--- src/rtl/vm_pkg.sv ---
// vm_pkg: coin codes and coin encoder state encoding shared with the vending FSM
package vm_pkg;
  localparam logic [1:0] COIN_NONE = 2'b00;
  localparam logic [1:0] COIN_HALF = 2'b01;
  localparam logic [1:0] COIN_ONE  = 2'b10;
  typedef enum logic [1:0] {ST_IDLE, ST_EMIT, ST_PEND} enc_state_t;
  function automatic logic [1:0] first_code(input logic half, input logic one);
    return half ? COIN_HALF : one ? COIN_ONE : COIN_NONE;
  endfunction
endpackage

--- src/rtl/key_debounce.sv ---
// key_debounce: synchronizes and debounces one active-low key, pulses press on a debounced 1->0
// ports: clk, rst (sync, active-high), key_n (raw key, pressed = 0), press (one-cycle registered pulse)
module key_debounce #(
  parameter int DEBOUNCE_CYC = 1_000_000
) (
  input  logic clk,
  input  logic rst,
  input  logic key_n,
  output logic press
);
  localparam int CW = DEBOUNCE_CYC > 1 ? $clog2(DEBOUNCE_CYC) : 1;
  logic [1:0] sync;
  logic [1:0] rdy;
  logic stable;
  logic armed;
  logic [CW-1:0] cnt;
  logic differ;
  logic done;
  assign differ = sync[1] != stable;
  assign done = differ && cnt == CW'(DEBOUNCE_CYC - 1);
  // armed stays low until the synchronized key has been seen released after reset,
  // so a key held through reset never produces a press
  always_ff @(posedge clk)
    if (rst) begin
      sync <= 2'b11;
      rdy <= 2'b00;
      stable <= 1'b1;
      armed <= 1'b0;
      cnt <= '0;
      press <= 1'b0;
    end else begin
      sync <= {sync[0], key_n};
      rdy <= {rdy[0], 1'b1};
      armed <= armed | (rdy[1] & sync[1]);
      cnt <= differ && !done ? cnt + 1'b1 : '0;
      stable <= done ? sync[1] : stable;
      press <= done && !sync[1] && armed;
    end
endmodule

--- src/rtl/coin_encoder.sv ---
// coin_encoder: turns debounced coin key presses into one-cycle registered coin codes
// ports: clk, rst (sync, active-high), key_half/key_one (raw active-low keys),
//        inhibit (discard coins while high), coin (2-bit code), reject (one pulse per discarded press)
module coin_encoder import vm_pkg::*; #(
  parameter int DEBOUNCE_CYC = 1_000_000
) (
  input  logic       clk,
  input  logic       rst,
  input  logic       key_half,
  input  logic       key_one,
  input  logic       inhibit,
  output logic [1:0] coin,
  output logic       reject
);
  logic half_p;
  logic one_p;
  enc_state_t state;
  enc_state_t state_d;
  logic [1:0] pend;
  logic [1:0] head;
  logic [1:0] tail;
  logic [1:0] coin_d;
  logic reject_d;
  key_debounce #(.DEBOUNCE_CYC(DEBOUNCE_CYC)) u_half (.clk(clk), .rst(rst), .key_n(key_half), .press(half_p));
  key_debounce #(.DEBOUNCE_CYC(DEBOUNCE_CYC)) u_one (.clk(clk), .rst(rst), .key_n(key_one), .press(one_p));
  // head is served this cycle (older pending entry first, then half before one); tail waits in PEND
  always_comb begin
    head = state == ST_PEND ? pend : first_code(half_p, one_p);
    tail = state == ST_PEND ? first_code(half_p, one_p) : (half_p && one_p ? COIN_ONE : COIN_NONE);
    coin_d = inhibit ? COIN_NONE : head;
    reject_d = inhibit && head != COIN_NONE;
    state_d = tail != COIN_NONE ? ST_PEND : coin_d != COIN_NONE ? ST_EMIT : ST_IDLE;
  end
  always_ff @(posedge clk)
    if (rst) begin
      state <= ST_IDLE;
      pend <= COIN_NONE;
      coin <= COIN_NONE;
      reject <= 1'b0;
    end else begin
      state <= state_d;
      pend <= tail;
      coin <= coin_d;
      reject <= reject_d;
    end
endmodule

--- config.mk ---
export PLATFORM = sky130hd
export DESIGN_NAME = coin_encoder
export DESIGN_NICKNAME = d
export VERILOG_FILES = /design/src/rtl/vm_pkg.sv /design/src/rtl/key_debounce.sv /design/src/rtl/coin_encoder.sv
export SDC_FILE = /design/constraint.sdc
export NUM_CORES = 1
export LEC_CHECK = 0
export ABC_CLOCK_PERIOD_IN_PS = 3100
export BUFFER_PORTS_ARGS = -buffer_cell sky130_fd_sc_hd__clkbuf_2
export CORE_AREA = 2 2 67 69
export DETAILED_ROUTE_END_ITERATION = 7
export DIE_AREA = 0 0 69 71
export GPL_TIMING_DRIVEN = 0
export PLACE_DENSITY = 0.84
export SKIP_CTS_REPAIR_TIMING = 1
export SLEW_MARGIN = 10
export SYNTH_ARGS = -nofsm -noshare
export SYNTH_HDL_FRONTEND = slang
export SYNTH_SLANG_ARGS = --single-unit
export TNS_END_PERCENT = 5
--- constraint.sdc ---
create_clock -name clk -period 3.1 [get_ports clk]
set_clock_uncertainty 0.15 [all_clocks]
set_input_delay 0 -clock clk [delete_from_list [all_inputs] [get_ports clk]]
set_output_delay 0 -clock clk [all_outputs]
set_load 0.05 [all_outputs]
# Word level (Yosys, flattened, before mapping)

Index checks and enable logic that the tools add are counted.

Register bits after elaboration: 61
Bits of input ports: 5
Output and inout bits: 3
Word-level logic and storage cells: 62

$add $sub $neg: 2
Eq/ne operators: 5
Mux-type cells: 10
Bitwise gates (word level): 6
Reduce and logical (&&, ||, !) cells: 20

Operators by type and width:

| cell                                                             | count |
|---|---|
| 20-bit by 1-bit adder with 20-bit output (second input constant) | 2 |
| 20-bit equality test (second input constant)                     | 2 |
| 2-bit 2-to-1 mux                                                 | 7 |
| 1-bit logical AND                                                | 10 |
| 2-bit nonzero test                                               | 3 |
| 2-bit OR reduction                                               | 3 |
| 1-bit zero test                                                  | 4 |
| 1-bit 2-to-1 mux                                                 | 3 |
| 1-bit AND                                                        | 2 |
| 2-bit equality test (second input constant)                      | 1 |
| 1-bit != test                                                    | 2 |
| 1-bit NOT                                                        | 2 |
| 1-bit OR                                                         | 2 |

# Logic depth before layout (Yosys ltp)

Gate-level depths: netlist of run 1.

Word-level depth: 7
Gate-level depth with buffers: 7
Gate-level depth less buffers: 5

# Modules after synthesis

A second synthesis of run 1 with hierarchy kept.

Cells, all modules: 275
Area total of the unflattened synthesis: 2539.9 um^2

By module, submodules not included:

| module       | times used | cells each | area each (um^2) | seq. area each (um^2) |
|---|---|---|---|---|
| key_debounce | 2          | 123        | 1119.8           | 540.5 |
| coin_encoder | 1          | 29         | 300.3            | 140.1 |

# Worst setup path after synthesis of run 1

No wires, ideal clock.

Path type: reg-to-reg
Start: register u_one.cnt[0]
End: register u_one.cnt[10]
Setup time: 115 ps
Data arrival time: 1508 ps
Required time: 2835 ps
Setup slack: 1327 ps
Stages on the path, launching flop included: 8
Buffers on the path: 2
Clock period less this slack: 1773 ps
Path through: dfxtp_1 ha_1 nand3_2 or2_1 buf_2 o21ai_4 buf_4 nor2_1

Word-level cells in the longest chain between the ends: 6
Elaborated cells between the ends (all ways): 7
Classes of those cells: 1 x add/sub; 1 x eq/ne; 1 x bitwise; 4 x reduce/logical

Ends and longest elaborated chain:

| item                                                                             | line               | RTL |
|---|---|---|
| start, declared                                                                  | key_debounce.sv:16 | `logic [CW-1:0] cnt;` |
| start signal, assigned                                                           | key_debounce.sv:35 | `cnt <= differ && !done ? cnt + 1'b1 : '0;` |
| branches (longest 6 deep; another with 20-bit by 1-bit adder with 20-bit output) | --                 |  |

Parallel ways; which one is timed is not known.
A chain may end at the register's enable or synchronous reset.

# Worst setup path in the final report of run 1

Start: register u_one.cnt[0]
End: register u_one.cnt[14]

Same word-level chain as after synthesis.

==> impl_metrics.py, run 1 <==
metrics = {
    "outcome": {
        "status": "finished, final reports clean",
    },
    "drt": {
        "drc": 0,
        "drt_iter0_markers": 154,
        "drt_pass1_iterations": 4,
        "vias_per_cell": 5.631,
        "wl_per_cell_um": 13.99,
        "final_antenna_net_count": 0,
        "dr_total_vias": 2016,
        "totalWireLength_um": 5010,
    },
    "synth": {
        "synth-xor-area-share_pct": 11.18,
        "yosysWarningCount": 0,
        "synth-compound-area-share_pct": 4.838,
        "seq_area_frac_synth_pct": 45.67,
        "synth_area_leaders": "dfxtp_1 46%, xnor2_1 9.1%, nor2_1 7.7%",
        "synthAdderAreaFrac_pct": 0.9676,
        "synthMuxAreaShare_pct": 1.548,
        "synth_edf_count": 0,
        "synth_top_family_by_area": "simple AND/OR/NAND/NOR gates",
        "synth_common_cells": "59 x dfxtp_1, 53 x nor2_1, 27 x xnor2_1",
        "synth_area_mm2": 0.002586,
        "netlist-cell-type-count": 41,
        "syn-num-nets": 287,
        "synth_most_common_cell": "dfxtp_1",
        "async_flop_share_pct": 0,
        "yosysTopAreaCell": "dfxtp_1",
        "ys.flop_type": "dfxtp_1",
        "synth_cells": 280,
        "syn_area_per_cell_um2": 9.237,
        "synth_top_area_share_pct": 45.67,
        "synth-seq-cells": 59,
        "yosys.area_share.simple_pct": 32.95,
    },
    "pwr": {
        "power.total_mw": 1.481,
        "ir_drop_mv": 0.3819,
        "leakage_nw": 0.9554,
        "powerDensity_mw_per_mm2": 508.0,
    },
    "placement": {
        "place_area_mm2": 0.002681,
        "dp_hpwl_um": 3178,
        "gp_congestion": 0.8642,
        "dpl.cell_count": 338,
        "dp_slack_ps": 1075,
        "numPortBuffers": 6,
    },
    "grt": {
        "grt_start_max_net_pins": 11,
        "grt_usage_pct": 21.02,
        "antenna_found_initial": 0,
        "use_met1_pct": 26.64,
        "busiest_layer": "met2",
        "grt_overflow": 0,
        "use_met3_pct": 6.268,
        "grt_pass1_vias": 1922,
        "grt_util_met2_pct": 32.59,
        "grt_first_pass_wirelength_um": 8362,
    },
    "clock_network": {
        "h-tree-depth": 3,
        "cts_sinks": 59,
        "root_buffer": "clkbuf_8",
        "clk_pin_slew_worst_paths_ps": 70,
        "worstSkewPairLatency_ps": 330,
        "cts_made_buffers": 9,
        "tritoncts": "built",
        "clockBufferDepth": 2,
    },
    "cells_and_area": {
        "final_util_pct": 69.35,
        "area_growth_pct": 12.72,
        "multi_input_area_mm2": 0.001331,
        "fill_cells": 310,
        "fin_area_mm2": 0.002915,
        "fin_cells": 358,
        "drive_above_1_share_pct": 14.05,
        "num_antenna_cells": 0,
        "final_nets": 308,
        "regArea_mm2": 0.001181,
    },
    "worst_setup_path": {
        "r2r_setup_slack_ps": 1060,
        "rr_endpoint": "u_one.cnt[14]",
        "critPathKind": "flop to flop",
        "timing.rr.start": "u_one.cnt[0]",
        "cp_data_arrival_time_ps": 2110,
        "setup.worst_path.start": "u_one.cnt[0]",
        "worstPathMaxFanout": 10,
        "worst-r2r-cell-count": 7,
        "cp-endpoint": "u_one.cnt[14]",
        "crit_required_ps": 3180,
        "cp-end-kind": "flop",
        "critPathLaunchType": "flop",
    },
    "floorplan": {
        "die_area_mm2": 0.004899,
        "initial_core_util_pct": 61.52,
        "row_count": 24,
        "die_w_um": 69,
        "die_h_um": 71,
        "ios": 8,
        "core_area_mm2": 0.004204,
    },
    "timing": {
        "setup_tns_ps": 0,
        "hold_violations": 0,
        "final_max_slew_viol_count": 0,
        "worstMarginPinSlew_ps": 443.0,
        "finalCritPeriodShare_pct": 65.75,
        "setup_viol": 0,
        "fin_crit_ps": 2038,
        "rsz0062_at_grt": "no",
        "worst_slack_ps": 1062,
        "fmax_mhz": 490.6,
        "holdWs_ps": 249.2,
        "slew_headroom_pct": 70.22,
    },
    "flow_run": {
        "drv_cap": 0,
    },
    "min_path": {
        "min_from": "key_half",
        "hold_class": "input pin to flop",
    },
}
## how the worst min path moves through the flow
stage	end	slack (ps)	depth (start not counted)
after global placement	u_half.sync[0]	30	2
after detailed placement	u_half.sync[0]	40	2
after global routing	u_half.sync[0]	250	3
final	u_half.sync[0]	250	3
after floorplan	state[0]	-70	1
after CTS	u_half.sync[0]	-310	2
## cell families (layout without fill, tap and decap cells)
kind of cell / after synthesis / count (layout)
AO/OA/AOI/OAI: 19 / 19
XOR/XNOR: 33 / 33
buffers and inverters: 16 / 42
AND/OR/NAND/NOR: 147 / 147
multiplexers: 4 / 4
adder cells (fa/ha/maj): 2 / 2
flip-flops: 59 / 59
## critical path: stages (launching register included)
cell,delay [ps]
dfxtp_1,370
ha_1,210
nand3_2,190
or2_1,280
buf_2,160
o21ai_4,270
buf_4,230
nor2_1,60
## where the power goes
group          switching, mW  leakage [nW]  total (mW)  internal [mW]
Clock                  0.298        0.0991       0.687          0.389
Sequential           0.00350         0.477       0.768          0.764
Combinational         0.0143         0.379      0.0258         0.0116
Total                  0.316         0.955        1.48           1.16
## metal layers
layer	share of wire, %	up-vias
met5	0	-
met4	2.2	0
met3	4.2	14
met2	47	50
met1	47	935
li1	-	1017
## area by class of cell
class                      count  share of cell area, %
multi-input combinational    205                  45.67
sequential                    59                  40.51
clock buffer                  11                  4.850
timing repair buffer          10                  2.403
tap                           52                  2.232
clock inverter                 5                  1.803
inverter                      10                  1.288
buffer                         6                  1.245
## cells in the final DEF, fill, tap and decap left out, drive strengths merged, types with 5 or more instances in the layout
| master | n |
|---|---|
| nand2 | 8 |
| a21oi | 7 |
| and3 | 8 |
| inv | 10 |
| nand4 | 13 |
| xnor2 | 27 |
| or2 | 6 |
| nor2 | 53 |
| dfxtp | 59 |
| nor2b | 5 |
| nand3 | 13 |
| xor2 | 6 |
| clkbuf | 19 |
| nor4 | 14 |
| nor3 | 14 |
| o21ai | 9 |
## state kept, by name (all words and copies together) (netlist names)
signal         cells
reject             1
u_half.press       1
u_half.sync        2
coin               2
u_one.armed        1
u_half.stable      1
u_one.press        1
u_half.cnt        20
u_one.cnt         20
u_one.sync         2
u_half.armed       1
pend               2
u_one.stable       1
u_half.rdy         1
u_one.rdy          1
state              2
No activity file was read; power rests on OpenSTA's default activity.
==> inputs of run 2 (changes only) <==
ABC_CLOCK_PERIOD_IN_PS = 1800   (was 3100)
CORE_AREA = 2 2 72 74   (was 2 2 67 69)
DIE_AREA = 0 0 74 76   (was 0 0 69 71)
PLACE_DENSITY = 0.77   (was 0.84)
clock period = 1.8 ns   (was 3.1 ns; I/O delays follow)
==> run 2 against run 1 <==
Effect of this change: clock power grew 120%; largest power group is now the clock network; highest routed layer unchanged; largest cell class unchanged; fmax grew 16%; critical path type unchanged; via count is 1.3% higher; non-clock buffer count rose by 12.
==> impl_metrics.py, run 2 (synthesis gave the netlist of run 1 again) <==
metrics = {
    "outcome": {
        "status": "finished, final reports clean",
    },
    "clock_network": {
        "worstSkewPairLatency_ps": 340,
        "cts_made_buffers": 9,
        "tritoncts": "built",
        "root_buffer": "clkbuf_8",
        "cts_sinks": 59,
        "clockBufferDepth": 2,
        "clk_pin_slew_worst_paths_ps": 70,
        "h-tree-depth": 3,
    },
    "cells_and_area": {
        "final_cell_mix": "52 x nor2_1, 44 x dfxtp_1, 27 x xnor2_1",
        "area_growth_pct": 23.32,
        "fill_cells": 368,
        "regArea_mm2": 0.001207,
        "drive_above_1_share_pct": 24.53,
        "num_antenna_cells": 0,
        "top_regs": "u_half.cnt x20, u_one.cnt x20",
        "multi_input_area_mm2": 0.001396,
        "final_common_cell": "nor2_1",
        "final_nets": 320,
    },
    "worst_setup_path": {
        "crit_required_ps": 1880,
        "timing.rr.start": "u_half.cnt[9]",
        "worst-r2r-cell-count": 5,
        "rr_endpoint": "u_half.cnt[16]",
        "critPathLaunchType": "flop",
        "worstPathMaxFanout": 7,
        "setup.worst_path.start": "u_half.cnt[9]",
        "cp_top_family": "simple AND/OR/NAND/NOR gates",
        "cp-endpoint": "u_half.cnt[16]",
        "cp_data_arrival_time_ps": 1840,
        "critPathMaxStageDelay_ps": 390,
        "r2r_setup_slack_ps": 40,
        "crit_slowest_cell": "dfxtp_4",
        "crit_chain": "nor4bb_4, nand4_1, o21ai_4, buf_4, nor2_1",
        "critPathKind": "flop to flop",
        "cp-end-kind": "flop",
        "cp_num_cells": 5,
        "path_buf_inv": 1,
    },
    "pwr": {
        "power.total_mw": 2.874,
        "swShare_pct": 20.06,
        "ir_drop_mv": 0.7278,
        "pwr-share-comb_pct": 1.8,
        "pwr-share-seq_pct": 45.9,
        "p_int_mw": 2.297,
        "pwr-share-clk_pct": 52.3,
        "leakage_nw": 1.049,
        "powerDensity_mw_per_mm2": 901.0,
        "switchingPower_uw": 576.4,
    },
    "drt": {
        "drt_pass1_iterations": 4,
        "final_antenna_net_count": 0,
        "vias_per_cell": 5.263,
        "wl_per_cell_um": 12.91,
        "dr_total_vias": 2042,
        "totalWireLength_um": 5010,
        "drt_iter0_markers": 116,
        "drc": 0,
    },
    "floorplan": {
        "die_area_mm2": 0.005624,
        "die_w_um": 74,
        "die_h_um": 76,
        "ios": 8,
        "core_area_mm2": 0.004912,
        "row_count": 26,
        "initial_core_util_pct": 52.65,
    },
    "grt": {
        "grt_first_pass_wirelength_um": 8376,
        "grt_pass1_vias": 1897,
        "grt_start_max_net_pins": 12,
        "antenna_found_initial": 0,
        "grt_usage_pct": 19.15,
        "grt_overflow": 0,
    },
    "flow_run": {
        "drv_cap": 0,
    },
    "placement": {
        "dp_hpwl_um": 3110,
        "numPortBuffers": 6,
        "gp_congestion": 0.8023,
        "dp_slack_ps": -206.9,
    },
    "timing": {
        "holdWs_ps": 234.8,
        "worstMarginPinSlew_ps": 411.6,
        "setup_viol": 0,
        "hold_violations": 0,
        "fmax_mhz": 569.4,
        "rsz0062_at_grt": "yes",
        "fin_crit_ps": 1756,
        "slew_headroom_pct": 72.33,
        "worst_slack_ps": 43.72,
        "final_max_slew_viol_count": 0,
        "finalCritPeriodShare_pct": 97.57,
        "setup_tns_ps": 0,
    },
    "min_path": {
        "hold_class": "input pin to flop",
    },
}
==> run 2: cell types whose count changed in the layout (fill, tap and decap cells not counted), moves of 3 or more <==
cell	change
dfxtp_1	-15
dfxtp_4	+3
buf_4	+10
buf_6	+3
dfxtp_2	+12
==> run 2: worst min path at each step <==
stage / slack, ps / start / cells past startpoint / end
finish: 230 / key_half / 3 / u_half.sync[0]
global route: 230 / key_half / 3 / u_half.sync[0]
CTS: -320 / key_one / 2 / u_one.sync[0]
detailed placement: 40 / key_one / 2 / u_one.sync[0]
global placement: 40 / key_half / 2 / u_half.sync[0]
floorplan: -70 / inhibit / 1 / state[0]
==> run 2: tightest hold or removal path: cells and delay by family <==
family        cells  cell delay, ps
buf+inv           2             610
simple gates      1              90
==> run 2: power groups by stage <==
stage	logic [mW]	registers, mW	clock network [mW]
global route	0.0568	1.32	1.56
global placement	0.0349	1.35	0
detailed placement	0.0361	1.35	0
CTS	0.0364	1.32	1.52
finish	0.0509	1.32	1.50
floorplan	0.0254	1.35	0
==> run 2: through the flow <==
step,area [µm²],utilization (%),std cells
after global placement,2704,55.04,356
after global routing,3189,64.93,388
after CTS,2954,60.14,372
final,3189,64.93,388
after floorplan,2586,-,280
after detailed placement,2704,55.04,356
==> run 2: routing by layer <==
layer,vias up,global-route usage (%),share of wire [%]
li1,1038,-,-
met1,943,24.38,46
met2,51,29.38,47
met3,10,4.365,3.7
met4,0,10.91,2.5
met5,-,0,0
==> run 2: cell type report <==
type	instances	area share, %
Clock inverter	6	3.531
Sequential cell	59	37.86
Multi-Input combinational cell	205	43.78
Buffer	5	1.098
Clock buffer	10	4.315
Timing Repair Buffer	23	5.492
Inverter	10	1.177
Tap cell	70	2.746
